### config.mk
export PLATFORM = sky130hd
export DESIGN_NAME = utf8_stream_decoder
export DESIGN_NICKNAME = d
export VERILOG_FILES = /design/src/rtl/utf8_stream_decoder.sv
export SDC_FILE = /design/constraint.sdc
export NUM_CORES = 1
export LEC_CHECK = 0
export BUFFER_PORTS_ARGS = -buffer_cell sky130_fd_sc_hd__buf_2
export CAP_MARGIN = 20
export CORE_MARGIN = 1.5
export CORE_UTILIZATION = 45
export CTS_BUF_LIST = sky130_fd_sc_hd__clkbuf_4 sky130_fd_sc_hd__clkbuf_8
export DETAILED_ROUTE_END_ITERATION = 10
export HOLD_SLACK_MARGIN = 0.08
export PLACE_DENSITY_LB_ADDON = 0.12
export SYNTH_ARGS = -nofsm -noshare
export SYNTH_HDL_FRONTEND = slang
export SYNTH_SLANG_ARGS = --single-unit
### constraint.sdc
create_clock -name clk -period 6.9 [get_ports clk]
set_input_delay 0.69 -clock clk [delete_from_list [all_inputs] [get_ports clk]]
set_output_delay 0.69 -clock clk [all_outputs]
set_load 0.02 [all_outputs]
### src/rtl/utf8_stream_decoder.sv
// UTF-8 byte-stream sequence assembler: collects 1..MAX_BYTES bytes, validates
// lead/continuation/range, and emits raw bytes plus the decoded code point.
module utf8_stream_decoder #(
  parameter int MAX_BYTES      = 4,
  parameter int TIMEOUT_CYCLES = 1_000_000,
  parameter bit CHECK_RANGE    = 1'b1
) (
  input  logic        clk,
  input  logic        reset,
  input  logic [7:0]  byte_in,
  input  logic        byte_valid,
  output logic [31:0] seq_out,
  output logic [2:0]  seq_len,
  output logic [20:0] codepoint,
  output logic        is_ascii,
  output logic        out_valid,
  output logic        err,
  output logic [2:0]  err_code,
  output logic        busy
);

  localparam logic [2:0] E_LEAD    = 3'd1;
  localparam logic [2:0] E_CONT    = 3'd2;
  localparam logic [2:0] E_TIMEOUT = 3'd3;
  localparam logic [2:0] E_RANGE   = 3'd4;
  // Idle-count value at which the next idle cycle expires the sequence.
  localparam logic [31:0] TO_LIM = (TIMEOUT_CYCLES == 0) ? 32'd0 : 32'(TIMEOUT_CYCLES - 1);

  typedef enum logic {IDLE, COLLECT} state_t;

  state_t      state, nstate;
  logic [2:0]  len_q, n_len, rem_q, n_rem;
  logic [31:0] buf_q, n_buf, timer_q, n_timer;
  logic [20:0] acc_q, n_acc;

  logic        emit, fire;
  logic [2:0]  fire_code, e_len, l;
  logic [31:0] e_seq;
  logic [20:0] e_cp;
  logic        do_lead;
  int          sh;

  // Sequence length announced by a lead byte; 0 marks an unusable lead.
  function automatic logic [2:0] lead_len(input logic [7:0] b);
    logic [2:0] n;
    casez (b)
      8'b0???????: n = 3'd1;
      8'b110?????: n = 3'd2;
      8'b1110????: n = 3'd3;
      8'b11110???: n = 3'd4;
      default:     n = 3'd0;
    endcase
    if (int'(n) > MAX_BYTES) n = 3'd0;
    return n;
  endfunction

  // Overlong, surrogate and upper-bound screening of a completed sequence.
  function automatic logic range_ok(input logic [20:0] cp, input logic [2:0] n);
    logic ok;
    ok = 1'b1;
    if (CHECK_RANGE) begin
      if (cp > 21'h10FFFF) ok = 1'b0;
      if (cp >= 21'h00D800 && cp <= 21'h00DFFF) ok = 1'b0;
      case (n)
        3'd2:    if (cp < 21'h000080) ok = 1'b0;
        3'd3:    if (cp < 21'h000800) ok = 1'b0;
        3'd4:    if (cp < 21'h010000) ok = 1'b0;
        default: ;
      endcase
    end
    return ok;
  endfunction

  // Next-state, accumulation, error and emit decisions for this cycle's byte.
  always_comb begin
    nstate    = state;
    n_len     = len_q;
    n_rem     = rem_q;
    n_buf     = buf_q;
    n_acc     = acc_q;
    n_timer   = timer_q;
    emit      = 1'b0;
    fire      = 1'b0;
    fire_code = 3'd0;
    e_seq     = 32'd0;
    e_len     = 3'd0;
    e_cp      = 21'd0;
    do_lead   = 1'b0;
    sh        = 0;
    l         = 3'd0;

    if (state == IDLE) begin
      n_timer = 32'd0;
      do_lead = byte_valid;
    end else if (byte_valid) begin
      n_timer = 32'd0;
      if (byte_in[7:6] == 2'b10) begin
        sh    = 8 * (3 - int'(len_q) + int'(rem_q));
        n_buf = buf_q | (32'(byte_in) << sh);
        n_acc = {acc_q[14:0], byte_in[5:0]};
        n_rem = rem_q - 3'd1;
        if (rem_q == 3'd1) begin
          nstate = IDLE;
          if (range_ok(n_acc, len_q)) begin
            emit  = 1'b1;
            e_seq = n_buf;
            e_len = len_q;
            e_cp  = n_acc;
          end else begin
            fire      = 1'b1;
            fire_code = E_RANGE;
          end
        end
      end else begin
        // Partial sequence is dropped; the byte gets a second life as a lead.
        fire      = 1'b1;
        fire_code = E_CONT;
        nstate    = IDLE;
        do_lead   = 1'b1;
      end
    end else if (TIMEOUT_CYCLES != 0) begin
      if (timer_q == TO_LIM) begin
        fire      = 1'b1;
        fire_code = E_TIMEOUT;
        nstate    = IDLE;
        n_timer   = 32'd0;
      end else begin
        n_timer = timer_q + 32'd1;
      end
    end

    if (do_lead) begin
      l = lead_len(byte_in);
      if (l == 3'd0) begin
        // A discarded partial takes reporting priority over the bad lead.
        if (!fire) begin
          fire      = 1'b1;
          fire_code = E_LEAD;
        end
      end else if (l == 3'd1) begin
        emit  = 1'b1;
        e_seq = {byte_in, 24'd0};
        e_len = 3'd1;
        e_cp  = {14'd0, byte_in[6:0]};
      end else begin
        nstate  = COLLECT;
        n_len   = l;
        n_rem   = l - 3'd1;
        n_buf   = {byte_in, 24'd0};
        n_timer = 32'd0;
        case (l)
          3'd2:    n_acc = {16'd0, byte_in[4:0]};
          3'd3:    n_acc = {17'd0, byte_in[3:0]};
          default: n_acc = {18'd0, byte_in[2:0]};
        endcase
      end
    end
  end

  // State and collection registers.
  always_ff @(posedge clk) begin
    if (reset) begin
      state   <= IDLE;
      len_q   <= 3'd0;
      rem_q   <= 3'd0;
      buf_q   <= 32'd0;
      acc_q   <= 21'd0;
      timer_q <= 32'd0;
    end else begin
      state   <= nstate;
      len_q   <= n_len;
      rem_q   <= n_rem;
      buf_q   <= n_buf;
      acc_q   <= n_acc;
      timer_q <= n_timer;
    end
  end

  // Registered outputs: data holds between pulses, err_code holds between errors.
  always_ff @(posedge clk) begin
    if (reset) begin
      seq_out   <= 32'd0;
      seq_len   <= 3'd0;
      codepoint <= 21'd0;
      is_ascii  <= 1'b0;
      out_valid <= 1'b0;
      err       <= 1'b0;
      err_code  <= 3'd0;
    end else begin
      out_valid <= emit;
      err       <= fire;
      if (emit) begin
        seq_out   <= e_seq;
        seq_len   <= e_len;
        codepoint <= e_cp;
        is_ascii  <= (e_len == 3'd1);
      end
      if (fire) err_code <= fire_code;
    end
  end

  assign busy = (state == COLLECT);

endmodule

# Word-level counts from Yosys, hierarchy flattened
# Cells that the tools add are included.
[op_classes]
n_addsub = 5
bitwise = 4
n_eq_ne = 13
shift = 1
magnitude_cmp = 7
mux = 99
n_reduce_logical = 3
[op_table]
columns = ["op", "n"]
rows = [
  ["$mux 32", 20],
  ["$mux 21", 14],
  ["$mux 3", 25],
  ["$mux 1", 36],
  ["$add 32x1->32 const B", 1],
  ["$eq 32x20->1 const B", 1],
  ["$or 32x32->32", 1],
  ["$shl 8x32->32", 1],
  ["$ge 21x16->1 const B", 1],
  ["$gt 21x21->1 const B", 1],
  ["$le 21x16->1 const B", 1],
  ["$lt 21x12->1 const B", 1],
  ["$lt 21x17->1 const B", 1],
  ["$lt 21x8->1 const B", 1],
  ["$eq 3x2->1 const B", 4],
  ["$pmux 3 s4", 1],
  ["$pmux 5 s2", 1],
  ["$eq 3x1->1 const B", 3],
  ["$eq 3x3->1 const B", 2],
  ["$sub 3x1->3 const B", 2],
  ["$add 4x4->5", 1],
  ["$eq 5x5->1 const B", 1],
  ["$eq 4x4->1 const B", 1],
  ["$sub 2x3->4 const A", 1],
  ["other kinds (8)", 10],
]
[word_totals]
wordCells = 145
out_inout_bits = 63
input_bits = 11
regBits = 154

# Depth between registers and ports, before layout
# Gate-level depths: netlist (run 1).
[logic_depth]
ltp_word = 18
depth_mapped = 12
mapped_depth_nobuf = 10

# Worst setup path after synthesis (run 1)
# Ideal clock, no wire load.
[synth_timing]
path_type = "input to register"
from = "input port byte_in[5]"
to = "register seq_out[26]"
n_path_buf = 2
slack_ns = 4.017
arrival_time_ns = 2.745
required_ns = 6.762
path_stages = 12
setup_ns = 0.138
path_cell_list = "buf_6 nand3b_1 nand2_1 inv_1 ha_1 ha_1 or3b_2 clkbuf_1 nand2_1 a21oi_1 a2111oi_0 o22ai_1"
[synth_between]
elab_chain_cells = 17
elab_cells_between_ends = 43
classes_between = "order compare (7); eq/ne (4); mux (30); reduce/logical (2)"
[synth_rtl]
columns = ["element", "line", "text"]
rows = [
  ["start: declaration", "10", "input logic [7:0] byte_in,"],
  ["$gt 21x21->1 (tied with other cells)", "62", "if (cp > 21'h10FFFF) ok = 1'b0;"],
  ["$mux 1 / $logic_and 1x1->1 (equally long branches)", "62, 63", ""],
  ["$mux 1", "63", "if (cp >= 21'h00D800 && cp <= 21'h00DFFF) ok = 1'b0;"],
  ["$mux 1, on equally long branches", "67, 65, 66", ""],
  ["$pmux 1 s3", "64", "case (n)"],
  ["$mux 1", "102", "if (rem_q == 3'd1) begin"],
  ["$mux 1", "97", "if (byte_in[7:6] == 2'b10) begin"],
  ["$mux 1", "95", "end else if (byte_valid) begin"],
  ["$mux 1", "92", "if (state == IDLE) begin"],
  ["$mux 32 / $mux 1 (equally long branches)", "104", "if (range_ok(n_acc, len_q)) begin"],
  ["$mux 32 / $mux 1 (equally long branches)", "102", ""],
  ["$mux 32 / $mux 1 (equally long branches)", "97", ""],
  ["$mux 32 / $mux 1 (equally long branches)", "95", ""],
  ["$mux 32 / $mux 1 (equally long branches)", "92", ""],
  ["$mux 32 / $mux 1 (equally long branches)", "140", "end else if (l == 3'd1) begin"],
  ["$mux 32 / $mux 1 (equally long branches)", "134", "if (l == 3'd0) begin"],
  ["$mux 32 / $mux 1 (equally long branches)", "132", "if (do_lead) begin"],
  ["end signal: assignment", "193", "seq_out <= e_seq;"],
  ["end: declaration", "12", "output logic [31:0] seq_out,"],
]
# Parallel ways exist; a longest one is shown, timed or not. The select of a mux whose other input is x is not followed.
# A chain may end at the register's enable or synchronous reset.

# Final worst setup path (run 1)
[layout_timing]
from = "register len_q[0]"
to = "register seq_out[4]"
[layout_between]
elab_chain_cells = 14
elab_cells_between_ends = 28
classes_between = "add/sub (2); eq/ne (3); shift (1); mux (21); bitwise (1)"
[layout_rtl]
columns = ["element", "line", "text"]
rows = [
  ["start: declaration", "32", "logic [2:0] len_q, n_len, rem_q, n_rem;"],
  ["start signal: assignment", "171", "len_q <= n_len;"],
  ["parallel branches: the longest is 14 deep, another holds $add 4x4->5", "n/a", ""],
]
# Parallel ways; which one is timed is not known. The select of a mux whose other input is x is not followed.

==> results of run 1 <==
critical path: cells and delay by family, from the launching register on:
family	cells	cell delay, ps
buffers and inverters	2	180
AND/OR/NAND/NOR	1	500
adder cells (fa/ha/maj)	2	590
AO/OA/AOI/OAI	4	1670
flip-flops	1	360
routing by layer:
metal / part of all wire / track usage
met3: 0.049 / 0.0540
met5: 0 / 0
met1: 0.48 / 0.300
met4: 0.018 / 0.0889
met2: 0.45 / 0.351
synth_stat cells, drive strengths merged, types with 11 or more instances:
cell and instances:
nor2 83, nand3 43, a31oi 18, inv 17
xor2 23, clkbuf 42, a2111oi 25, a211oi 30
a21oi 64, nand2b 20, ha 11, o22ai 11
nand4 13, buf 25, o211ai 20, dfxtp 148
nand2 82, o21ai 12
logic make-up (layout without fill, tap and decap cells):
logic type | Yosys count | count (layout) | share of synthesized area
muxes | 10 | 10 | 0.0144
xor gates and xnor gates | 33 | 33 | 0.0417
DFF | 148 | 148 | 0.427
adders and majority gates | 12 | 12 | 0.0227
buffers and inverters | 84 | 131 | 0.0573
AOI/OAI and AO/OA | 200 | 200 | 0.211
and+or+nand+nor | 310 | 310 | 0.226
flip-flops by register name, indices dropped and copies added (netlist names):
name       cells
is_ascii       1
codepoint     21
out_valid      1
err_code       3
busy           1
seq_len        3
err            1
acc_q         15
timer_q       32
seq_out       32
buf_q         32
len_q          3
rem_q          3
report_power, final:
part	switching, mW	internal, mW
Clock	0.333	0.400
Sequential	0.0105	0.866
Combinational	0.0998	0.0436
Total	0.444	1.31
layout make-up:
| type | count | area [um2] | share of cell area |
|---|---|---|---|
| Sequential cell | 148 | 2960 | 0.383 |
| Tap cell | 188 | 235 | 0.0304 |
| Clock inverter | 14 | 185 | 0.0239 |
| Timing Repair Buffer | 82 | 453 | 0.0585 |
| Clock buffer | 18 | 248 | 0.0320 |
| Multi-Input combinational cell | 565 | 3590 | 0.464 |
| Inverter | 17 | 63.8 | 0.00825 |
worst min path at each step:
stage / from / end / slack [ps] / depth (start not counted)
after floorplan: timer_q[0]$_SDFF_PP0_ / timer_q[0]$_SDFF_PP0_ / 410 / 1
after global placement: timer_q[0]$_SDFF_PP0_ / timer_q[0]$_SDFF_PP0_ / 420 / 1
after detailed placement: timer_q[0]$_SDFF_PP0_ / timer_q[0]$_SDFF_PP0_ / 430 / 1
after CTS: timer_q[0]$_SDFF_PP0_ / timer_q[0]$_SDFF_PP0_ / 440 / 1
after global routing: timer_q[0]$_SDFF_PP0_ / timer_q[0]$_SDFF_PP0_ / 470 / 1
final: timer_q[0]$_SDFF_PP0_ / timer_q[0]$_SDFF_PP0_ / 440 / 1
==> summary.md, run 1 <==
| Metric | Value |
|---|---|
| P_leak | 2.81 nW |
| Design Area, Final | 0.00774 mm2 |
| Root buf cell | clkbuf_8 |
| Post-Place Setup Slack | 3290 ps |
| Most frequent cells in the layout | dfxtp_1 (148), nand2_1 (81), nor2_1 (81) |
| Largest net degree at the start of global routing | 90 |
| DP HPWL | 12000 um |
| Area Growth Syn to Fin | 11.5% |
| Slew Limit Headroom | 0.289 |
| Top-area cell type share of the netlist area | 0.427 |
| Crit end category | register |
| Clock Latency Late Sink | 460 ps |
| RD Place Congestion | 0.885 |
| Tmin final | 3370 ps |
| Final Hold Fails | 0 |
| Final Cycle Share | 0.489 |
| Synth Cell Area | 0.00694 mm2 |
| Fillers | 1453 |
| WL final | 17800 um |
| ANT nets after route | 0 |
| Sequential area share after synthesis | 0.427 |
| Critical-path cell list | inv_1 > ha_1 > inv_1 > fa_1 > or4_4 > o22a_4 > a211oi_2 > a2111oi_0 > a211oi_1 |
| Total track usage | 0.225 |
| Post-layout util | 0.511 |
| Post-route insts no fill | 1032 |
| Die Y | 127 um |
| Ys Warns | 0 |
| Critical path required time | 7270 ps |
| DR vias/cell | 5.86 |
| Pwr dens | 227 mW/mm2 |
| Detailed-route wire length per cell | 17.3 um |
| Critical Path Source Type | register |
| Clock Skew | 9.35 ps |
| Fmax | 297 MHz |
| Antenna violations before repair | 0 |
| Number of H-tree levels | 4 |
| Reg2reg setup slack | 3530 ps |
| Core ar. | 0.0151 mm2 |
| Final Net Count | 854 |
| EDFF count, synth | 0 |
| Cts repair resizes | 0 |
| Routed vias | 6052 |
| # hold bufs at CTS | 0 |
| Area post-placement | 0.00728 mm2 |
| Cells on worst reg2reg path | 9 |
| Vias in the first global route | 5762 |
| I/O Buffers | 73 |
| Pre-antenna DRT Iters | 5 |
| Distinct cells, synth | 63 |
| Setup TNS | 0 ps |
| CTS Sinks | 148 |
| Yosys top cell by area | dfxtp_1 |
| Final Power | 1.75 mW |
| Crit-path max cell delay | 820 ps |
| Reg2Reg Launch Point | len_q[0]$_SDFFE_PP0P_ |
| # placed instances | 999 |
| Die area | 0.0162 mm2 |
| DRC violations left | 0 |
| CTS Buf Count | 17 |
| Register bit total from synthesis | 148 |
| Share of cells above drive strength 1 | 0.175 |
| Die Span X | 127 um |
| Cell mode on critical path | inv_1 |
| Unrepaired setup endpoints after global routing | no |
| CTS Buffer Depth | 2 |
| Ys async rst share | 0 |
| Ys flop type | dfxtp_1 |
| Synth area leaders | dfxtp_1 (43%), nand2_1 (4.4%), nor2_1 (4.4%) |
| Worst Setup SP | len_q[0]$_SDFFE_PP0P_ |
| Setup crit end | seq_out[4]$_SDFFE_PP0P_ |
| Worst Path Arrival | 3750 ps |
| Post-CTS setup buffers | 0 |
| Top-Level Pins | 74 |
| Antenna diodes | 0 |
| Critical-path top delay cell | a211oi_2 |
| Core Rows | 45 |
| Initial Util | 0.458 |
| Overflow after GRT | 0 |
| Max cap viols | 0 |
| Endpoints failing setup | 0 |
| CTS tree | yes |
| Syn Inst Count | 797 |
| Outcome | completed |
| Worst vdd ir | 0.000184 V |
| Crit Path Class | reg2reg |
| CP Max Fanout | 14 |
| Slew @ Worst Pin | 1070 ps |
| Reg2reg end | seq_out[4]$_SDFFE_PP0P_ |
| First DRT Iteration DRCs | 416 |
| Mapped Avg Cell Area | 8.71 um2 |
| Most common cell after layout, fill and taps aside | dfxtp_1 |
| Final hold slack | 441 ps |
| Net count after synthesis | 820 |
| Reg clk slew, reported paths | 80 ps |
| First-pass GRT wire length | 29000 um |
| Final slew viol count | 0 |
| Final setup margin | 3530 ps |
| Hold crit path type | reg2reg |
No activity file was read; power rests on OpenSTA's default activity.
==> run 2: changes to the inputs <==
==> constraint.sdc (replaced) <==
create_clock -name clk -period 3.4 [get_ports clk]
set_input_delay 0.34 -clock clk [delete_from_list [all_inputs] [get_ports clk]]
set_output_delay 0.34 -clock clk [all_outputs]
set_load 0.02 [all_outputs]
==> run 2 against run 1 <==
Clock power grew 80%. Die area is the same. Maximum frequency rose by 11%. First-iteration DRC count is 6.7% lower. Critical endpoint is now seq_out[12]$_SDFFE_PP0P_. Largest power group unchanged.
==> summary.md, run 2 (synthesized netlist as in run 1, its figures left out) <==
| Metric | Value |
|---|---|
| Initial Util | 0.458 |
| Clock group share of total power | 0.388 |
| Crit Path Class | reg2reg |
| Slew Limit Headroom | 0.516 |
| # placed instances | 1011 |
| DRC violations left | 0 |
| Routed vias | 6086 |
| CP delay by family, top | compound AO/OA/AOI/OAI gates |
| WP depth | 9 |
| Slew @ Worst Pin | 726 ps |
| Largest net degree at the start of global routing | 58 |
| Crit-path max cell delay | 610 ps |
| Worst Path Arrival | 3400 ps |
| DP HPWL | 12500 um |
| Top-Level Pins | 74 |
| RD Place Congestion | 0.882 |
| Post-CTS setup buffers | 0 |
| Sw frac | 0.277 |
| Pwr dens | 438 mW/mm2 |
| Final slew viol count | 0 |
| Cell mode on critical path | inv_1 |
| Core Rows | 45 |
| Final setup margin | 370 ps |
| Setup TNS | 0 ps |
| Pre-antenna DRT Iters | 5 |
| Critical path required time | 3770 ps |
| Root buf cell | clkbuf_8 |
| CTS Buffer Depth | 2 |
| Die area | 0.0162 mm2 |
| Hold crit path type | in2reg |
| Final Cycle Share | 0.891 |
| Outcome | completed |
| Crit path buffers/inverters | 2 |
| Cts repair resizes | 0 |
| P_leak | 2.82 nW |
| I/O Buffers | 73 |
| Die Span X | 127 um |
| # hold bufs at CTS | 0 |
| ANT nets after route | 0 |
| Unrepaired setup endpoints after global routing | no |
| Biggest regs | buf_q: 32 flops, seq_out: 32 flops, timer_q: 32 flops |
| Reg clk slew, reported paths | 90 ps |
| Share of cells above drive strength 1 | 0.186 |
| Vias in the first global route | 5701 |
| Post-Place Setup Slack | 425 ps |
| Most common cell after layout, fill and taps aside | dfxtp_1 |
| Sw power | 0.940 mW |
| Antenna diodes | 0 |
| Critical Path Source Type | register |
| Final hold slack | 280 ps |
| Final Hold Fails | 0 |
| Crit end category | register |
| Critical-path top delay cell | a211oi_4 |
| Tmin final | 3030 ps |
| Overflow after GRT | 0 |
| Worst vdd ir | 0.000243 V |
| Post-route insts no fill | 1043 |
| Core ar. | 0.0151 mm2 |
| First-pass GRT wire length | 29800 um |
| DR vias/cell | 5.84 |
| Fmax | 330 MHz |
| Endpoints failing setup | 0 |
| Combinational share of power | 0.088 |
| Detailed-route wire length per cell | 17.4 um |
| CTS Sinks | 148 |
| Critical-path cell list | inv_1 > ha_1 > inv_1 > fa_1 > or4_4 > o22a_4 > a211oi_4 > a2111oi_0 > a211oi_1 |
| Total track usage | 0.231 |
| Cells on worst reg2reg path | 9 |
| Reg power frac | 0.524 |
| Clock Skew | 14.1 ps |
| Area Growth Syn to Fin | 11.6% |
| Clock Latency Late Sink | 470 ps |
| Max cap viols | 0 |
| First DRT Iteration DRCs | 388 |
| CP Max Fanout | 14 |
| Cell-internal power | 2.45 mW |
| Final Net Count | 865 |
| Post-layout util | 0.511 |
| Most frequent cells in the layout | dfxtp_1 (148), nand2_1 (81), nor2_1 (81) |
| Number of H-tree levels | 4 |
| WHS Path Cells | 3 |
| WL final | 18200 um |
| Die Y | 127 um |
| Antenna violations before repair | 0 |
| CTS Buf Count | 17 |
| CTS tree | yes |
-- run 2: cell types whose count changed in the layout (fill, tap and decap cells not counted), sizes merged --
cell / delta
buf: +11
bufinv: -3
inv: +3
clkinv: -1
clkinvlp: +1
-- run 2: power groups by stage --
stage	logic [mW]	registers (mW)	clock network [mW]
2_1_floorplan	0.209	1.83	0
3_3_place_gp	0.290	1.82	0
3_5_place_dp	0.294	1.82	0
4_1_cts	0.295	1.78	1.35
5_1_grt	0.323	1.78	1.42
6_report	0.297	1.78	1.32
-- run 2: layout make-up --
type                    count  area (um2)
repair buffers             93         515
well taps                 188         235
clock buffers              18         248
fillers                  1434        7400
inverters                  17        63.8
flip-flops and latches    148        2960
clock inverters            14         128
multi-input cells         565        3590
-- run 2: final timing paths --
path	start	to	slack (ps)
max	len_q[0]$_SDFFE_PP0P_	seq_out[12]$_SDFFE_PP0P_	370
min	byte_in[6]	buf_q[30]$_SDFF_PP0_	280
max reg2reg	len_q[0]$_SDFFE_PP0P_	seq_out[12]$_SDFFE_PP0P_	370
min reg2reg	timer_q[0]$_SDFF_PP0_	timer_q[0]$_SDFF_PP0_	450
-- run 2: per-stage QoR --
| step | instance area (um2) | total power, mW |
|---|---|---|
| 2_1_floorplan | 6940 | 2.04 |
| 3_3_place_gp | 7370 | 2.11 |
| 3_5_place_dp | 7370 | 2.11 |
| 4_1_cts | 7740 | 3.42 |
| 5_1_grt | 7740 | 3.53 |
| 6_report | 7740 | 3.39 |
-- run 2: worst min-delay path: cells and delay by family --
kind	cells	cell delay [ps]
buf+inv	1	170
simple gates	1	100
compound gates	1	80
-- run 2: metal layers --
metal	GRT usage	vias up	share of wire
li1	-	2967	-
met1	0.329	2922	0.48
met2	0.354	174	0.45
met3	0.0381	23	0.053
met4	0.0856	0	0.018
met5	0	-	0
